==> config.mk <==
export PLATFORM = sky130hd
export DESIGN_NAME = rx_comma_aligner
export DESIGN_NICKNAME = d
export VERILOG_FILES = /design/src/rtl/rx_comma_aligner_pkg.sv /design/src/rtl/rx_comma_aligner.sv
export SDC_FILE = /design/constraint.sdc
export NUM_CORES = 1
export LEC_CHECK = 0
export CAP_MARGIN = 20
export CORE_MARGIN = 2
export CORE_UTILIZATION = 56
export CTS_BUF_LIST = sky130_fd_sc_hd__clkbuf_16
export DETAILED_ROUTE_END_ITERATION = 8
export HOLD_SLACK_MARGIN = 0.05
export PLACE_DENSITY = 0.81
export SYNTH_ARGS = -nofsm -noshare
export SYNTH_HDL_FRONTEND = slang
export SYNTH_SLANG_ARGS = --single-unit
==> constraint.sdc <==
create_clock -name clk -period 2.41 [get_ports clk]
set_clock_uncertainty 0.05 [all_clocks]
set_input_delay 0.482 -clock clk [delete_from_list [all_inputs] [get_ports clk]]
set_output_delay 0.482 -clock clk [all_outputs]
set_load 0.005 [all_outputs]
==> src/rtl/rx_comma_aligner_pkg.sv <==
// Shared definitions for the receive-side comma aligner.
//   SYM_W          : 8b/10b symbol width
//   K28_5_RDN/RDP  : K28.5 comma in both running disparities
//   LOCK_CNT_DEF   : default on-boundary commas needed to lock
//   LOSS_CNT_DEF   : default off-boundary commas that drop lock
//   align_state_t  : aligner state (HUNT, VERIFY, LOCKED)
package rx_comma_aligner_pkg;

  localparam int unsigned SYM_W        = 10;
  localparam logic [9:0]  K28_5_RDN    = 10'b0011111010;
  localparam logic [9:0]  K28_5_RDP    = 10'b1100000101;
  localparam int unsigned LOCK_CNT_DEF = 3;
  localparam int unsigned LOSS_CNT_DEF = 4;

  typedef enum logic [1:0] {
    HUNT   = 2'd0,
    VERIFY = 2'd1,
    LOCKED = 2'd2
  } align_state_t;

endpackage

==> src/rtl/rx_comma_aligner.sv <==
// Receive word aligner for one serial lane. Shifts in one bit per enabled
// cycle, hunts for a K28.5 comma in either disparity and locks the 10-bit
// symbol boundary. Once locked, each symbol completed on the boundary is
// presented on sym_o with a one-cycle sym_valid_o strobe.
// Ports:
//   clk          : clock, all state on the rising edge
//   rst_n        : asynchronous active-low reset
//   ser_i        : serial bit, MSB of the symbol first
//   ser_valid_i  : ser_i is taken only when this is 1
//   sym_o        : aligned symbol, held between strobes
//   sym_valid_o  : one-cycle strobe, new symbol on sym_o (LOCKED only)
//   comma_o      : with sym_valid_o, the symbol is a K28.5 comma
//   locked_o     : 1 while the aligner is locked
//   realign_o    : one-cycle pulse whenever the symbol boundary moves
module rx_comma_aligner
  import rx_comma_aligner_pkg::*;
#(
  parameter int unsigned      SYM_W     = rx_comma_aligner_pkg::SYM_W,
  parameter logic [SYM_W-1:0] COMMA_RDN = K28_5_RDN,
  parameter logic [SYM_W-1:0] COMMA_RDP = K28_5_RDP,
  parameter int unsigned      LOCK_CNT  = LOCK_CNT_DEF,
  parameter int unsigned      LOSS_CNT  = LOSS_CNT_DEF
) (
  input  logic             clk,
  input  logic             rst_n,
  input  logic             ser_i,
  input  logic             ser_valid_i,
  output logic [SYM_W-1:0] sym_o,
  output logic             sym_valid_o,
  output logic             comma_o,
  output logic             locked_o,
  output logic             realign_o
);

  localparam logic [3:0] LAST_BIT = 4'(SYM_W - 1);
  localparam logic [2:0] LOCK_TGT = 3'(LOCK_CNT);
  localparam logic [2:0] LOSS_TGT = 3'(LOSS_CNT);

  function automatic logic is_comma(input logic [SYM_W-1:0] w);
    return (w == COMMA_RDN) || (w == COMMA_RDP);
  endfunction

  logic [SYM_W-1:0] sr_reg;
  logic [3:0]       bit_cnt_reg;
  logic [2:0]       good_cnt_reg;
  logic [2:0]       bad_cnt_reg;
  align_state_t     state_reg;

  // Window including the bit being accepted this cycle; comma detection and
  // symbol capture both look at it so no extra cycle of latency is added.
  logic [SYM_W-1:0] nsr;
  logic             cm;
  logic             bnd;

  assign nsr = {sr_reg[SYM_W-2:0], ser_i};
  assign cm  = is_comma(nsr);
  assign bnd = (bit_cnt_reg == LAST_BIT);

  always_ff @(posedge clk or negedge rst_n) begin
    if (!rst_n) begin
      sr_reg       <= '0;
      bit_cnt_reg  <= '0;
      good_cnt_reg <= '0;
      bad_cnt_reg  <= '0;
      state_reg    <= HUNT;
      sym_o        <= '0;
      sym_valid_o  <= 1'b0;
      comma_o      <= 1'b0;
      locked_o     <= 1'b0;
      realign_o    <= 1'b0;
    end else begin
      sym_valid_o <= 1'b0;
      comma_o     <= 1'b0;
      realign_o   <= 1'b0;
      if (ser_valid_i) begin
        sr_reg      <= nsr;
        bit_cnt_reg <= bnd ? 4'd0 : bit_cnt_reg + 4'd1;
        unique case (state_reg)
          HUNT: begin
            if (cm) begin
              // This bit becomes the last bit of a symbol.
              bit_cnt_reg <= '0;
              realign_o   <= 1'b1;
              if (LOCK_TGT == 3'd1) begin
                state_reg    <= LOCKED;
                locked_o     <= 1'b1;
                good_cnt_reg <= '0;
                bad_cnt_reg  <= '0;
              end else begin
                state_reg    <= VERIFY;
                good_cnt_reg <= 3'd1;
              end
            end
          end
          VERIFY: begin
            if (cm && bnd) begin
              if (good_cnt_reg + 3'd1 == LOCK_TGT) begin
                state_reg    <= LOCKED;
                locked_o     <= 1'b1;
                good_cnt_reg <= '0;
                bad_cnt_reg  <= '0;
              end else begin
                good_cnt_reg <= good_cnt_reg + 3'd1;
              end
            end else if (cm) begin
              // Comma at a different phase: restart verification there.
              bit_cnt_reg  <= '0;
              realign_o    <= 1'b1;
              good_cnt_reg <= 3'd1;
            end
          end
          LOCKED: begin
            if (bnd) begin
              sym_o       <= nsr;
              sym_valid_o <= 1'b1;
              comma_o     <= cm;
              if (cm) begin
                bad_cnt_reg <= '0;
              end
            end else if (cm) begin
              // Off-boundary comma: count it but keep the current boundary.
              if (bad_cnt_reg + 3'd1 == LOSS_TGT) begin
                state_reg    <= HUNT;
                locked_o     <= 1'b0;
                bad_cnt_reg  <= '0;
                good_cnt_reg <= '0;
              end else begin
                bad_cnt_reg <= bad_cnt_reg + 3'd1;
              end
            end
          end
          default: begin
            state_reg <= HUNT;
            locked_o  <= 1'b0;
          end
        endcase
      end
    end
  end

endmodule
==> impl_metrics.json <==
{
  "post_route_cells_drive_above_1_share": 0.254,
  "cts_root_buf": "clkbuf_16",
  "rows": 20,
  "drtIter0Drc": 61,
  "gr-total-overflow": 0,
  "hold_viol": 0,
  "place.gp.congestion": 0.903,
  "maxSlewHeadroom": 0.692,
  "synth-edff-count": 0,
  "numCtsBuffers": 5,
  "dpl.cell_count": 225,
  "cap_violations": 0,
  "wl_per_cell_um": 16.4,
  "worstSetupStartpointType": "input pin",
  "syn_to_final_growth_pct": 27.5,
  "drc": 0,
  "place_area_um2": 2120,
  "grt_pass1_vias": 1439,
  "final_area_um2": 2300,
  "synth_cells": 154,
  "cp-endpoint": "bit_cnt_reg[1]",
  "cts.sinks": 35,
  "crit_type": "in2reg",
  "synth_xor_area_frac": 0.00485,
  "routed_wirelength_um": 3820,
  "fin_cells": 233,
  "critPathLaunch": "ser_i",
  "synthSimpleGateAreaFrac": 0.108,
  "port_buffers": 17,
  "grt_usage": 0.248,
  "synth_compound_area_frac": 0.151,
  "use_met3": 0.0640,
  "pin_count": 18,
  "avgSynthCellArea_um2": 11.7,
  "final_antenna_net_count": 0,
  "synth_cell_types": 43,
  "busiest_layer": "met2",
  "critPathMaxFanout": 6,
  "antenna_found_initial": 0,
  "chipWidth_um": 60.8,
  "synth_nets": 168,
  "vdd_drop_max_v": 0.000645,
  "grt_start_max_net_pins": 36,
  "cts_tree": "yes",
  "hold_path_class": "reg2reg",
  "synth_largest_area_cell": "dfrtp_1",
  "fin_crit_sh": 0.960,
  "fill_cells": 199,
  "vias": 1335,
  "antenna_cells": 0,
  "yosysSeqAreaShare": 0.485,
  "initial_core_util": 0.592,
  "largest_register_ffs": 10,
  "drtPass1Iterations": 4,
  "dieArea_um2": 3700,
  "synth_top_area_frac": 0.485,
  "r2r_cells": 6,
  "setup_viol": 0,
  "reg2reg_to": "bit_cnt_reg[1]",
  "nets": 202,
  "met1_usage": 0.314,
  "ys_seq_elements": 35,
  "worst-endpoint-arrival_ns": 2.40,
  "required_ns": 2.50,
  "core_area_um2": 3050,
  "leakage_nw": 1.01,
  "status": "finished clean",
  "synthAdderAreaFrac": 0.0693,
  "synth_warnings": 0,
  "clkTransAtPathRegs_ns": 0.05,
  "synth_area_leaders": "dfrtp_1 (48%), mux2_2 (12%), ha_1 (6.9%), inv_1 (2.5%), a21oi_1 (1.7%)",
  "cts_max_path_buffers": 2,
  "hold_buffers": 0,
  "rrSetupSlack_ns": 0.31,
  "hold_slack_ns": 0.454,
  "met2_usage": 0.399,
  "fmax_ghz": 0.432,
  "via_per_inst": 5.73,
  "finalCriticalPeriod_ns": 2.31,
  "htreeDepth": 2,
  "power_mw": 1.96,
  "r2r_start": "sr_reg[4]",
  "die_y_um": 60.8,
  "synthMuxAreaShare": 0.142,
  "async_flop_share": 1.00,
  "grt_pass1_wl_um": 6670,
  "syn_area_um2": 1810,
  "holdCritStartpoint": "sym_o[8]",
  "setup.worst_path.end_class": "flop",
  "clock_latency_ns": 0.28,
  "tightest_slew_ns": 0.459,
  "drv_slew": 0,
  "post-dp-hpwl_um": 2550,
  "ys.flop_type": "dfrtp_1",
  "power.density_nw_per_um2": 851,
  "synth_top_family_by_area": "compound AO/OA/AOI/OAI gates"
}
## per-stage QoR
| stage | setup WS [ns] | TNS (ns) | utilization |
|---|---|---|---|
| 6_report | 0.0959 | 0 | 0.755 |
| 3_3_place_gp | -0.141 | -1.02 | 0.693 |
| 3_5_place_dp | -0.234 | -1.86 | 0.693 |
| 5_1_grt | -0.00287 | -0.00287 | 0.755 |
| 2_1_floorplan | 0.270 | 0 | - |
| 4_1_cts | 0.0379 | 0 | 0.748 |
## metal layers
layer	vias to the layer above	share of wire
met4	0	0.011
li1	643	-
met1	651	0.43
met5	-	0
met3	6	0.041
met2	35	0.51
## synth_stat cells (2+ instances only)
cell type and instances:
a21oi_1 6, a2bb2oi_1 3, a31oi_1 2, clkbuf_1 3, dfrtp_1 35, ha_1 10
inv_1 12, mux2_1 2, mux2_2 19, mux2i_1 2, nand2_1 3, nand2b_1 4
nand3_1 4, nand3b_1 2, nand4_1 3, nor2_1 4, nor3_1 4, o2111ai_1 3
o211ai_1 3, o21ai_0 4, o2bb2ai_1 3, or4_1 2
## layout make-up
cell class | count | area [µm²] | share of cell area
tap | 44 | 55.1 | 0.0239
sequential | 35 | 876 | 0.380
inverter | 12 | 45.0 | 0.0196
clock inverter | 3 | 42.5 | 0.0185
clock buffer | 5 | 125 | 0.0543
timing repair buffer | 32 | 283 | 0.123
multi-input combinational | 102 | 877 | 0.381
## worst max-delay path: stages
cell	delay [ns]
clkdlybuf4s50_1	0.45
nand4bb_1	0.19
or4_4	0.47
and2_0	0.26
o21ai_0	0.37
o22ai_1	0.17
## what timing repair did
action	CTS	global route
gates resized for setup	0	5
buffers inserted	0	0
setup endpoints to repair	0	10
## worst min-delay path by stage
stage,to,cells after the start,slack [ns]
6_report,sym_o[8],1,0.45
5_1_grt,sym_o[6],1,0.48
3_5_place_dp,sym_o[6],1,0.45
2_1_floorplan,bad_cnt_reg[0],0,0.14
3_3_place_gp,sym_o[6],1,0.44
4_1_cts,sym_o[6],1,0.46
## where the power goes
part,internal [mW],switching [mW]
logic,0.212,0.237
registers,0.683,0.102
clock network,0.487,0.237
total,1.38,0.577
## logic make-up after synthesis
kind of cell               Yosys count
adders and majority gates           10
buffers and inverters               17
muxes                               23
xor gates and xnor gates             1
DFF                                 35
AOI/OAI and AO/OA                   35
and+or+nand+nor                     33
## cells in the final DEF, fill, tap and decap left out, types with 2 or more instances in the layout
cell type	synthesis	final
mux2i_1	2	2
nand2b_1	4	4
clkdlybuf4s50_1	0	17
o2bb2ai_1	3	3
nand3b_1	2	2
nor2_1	4	4
clkbuf_16	0	5
nand4_1	3	3
o21ai_0	4	4
nand2_1	3	3
o211ai_1	3	3
nand3_1	4	4
o2111ai_1	3	3
buf_4	0	15
mux2_2	19	19
mux2_1	2	2
nor3_1	4	4
dfrtp_1	35	35
ha_1	10	10
a2bb2oi_1	3	3
a21oi_2	0	2
inv_1	12	12
a21oi_1	6	4
Note: power is estimated with default switching activity, not from simulation.
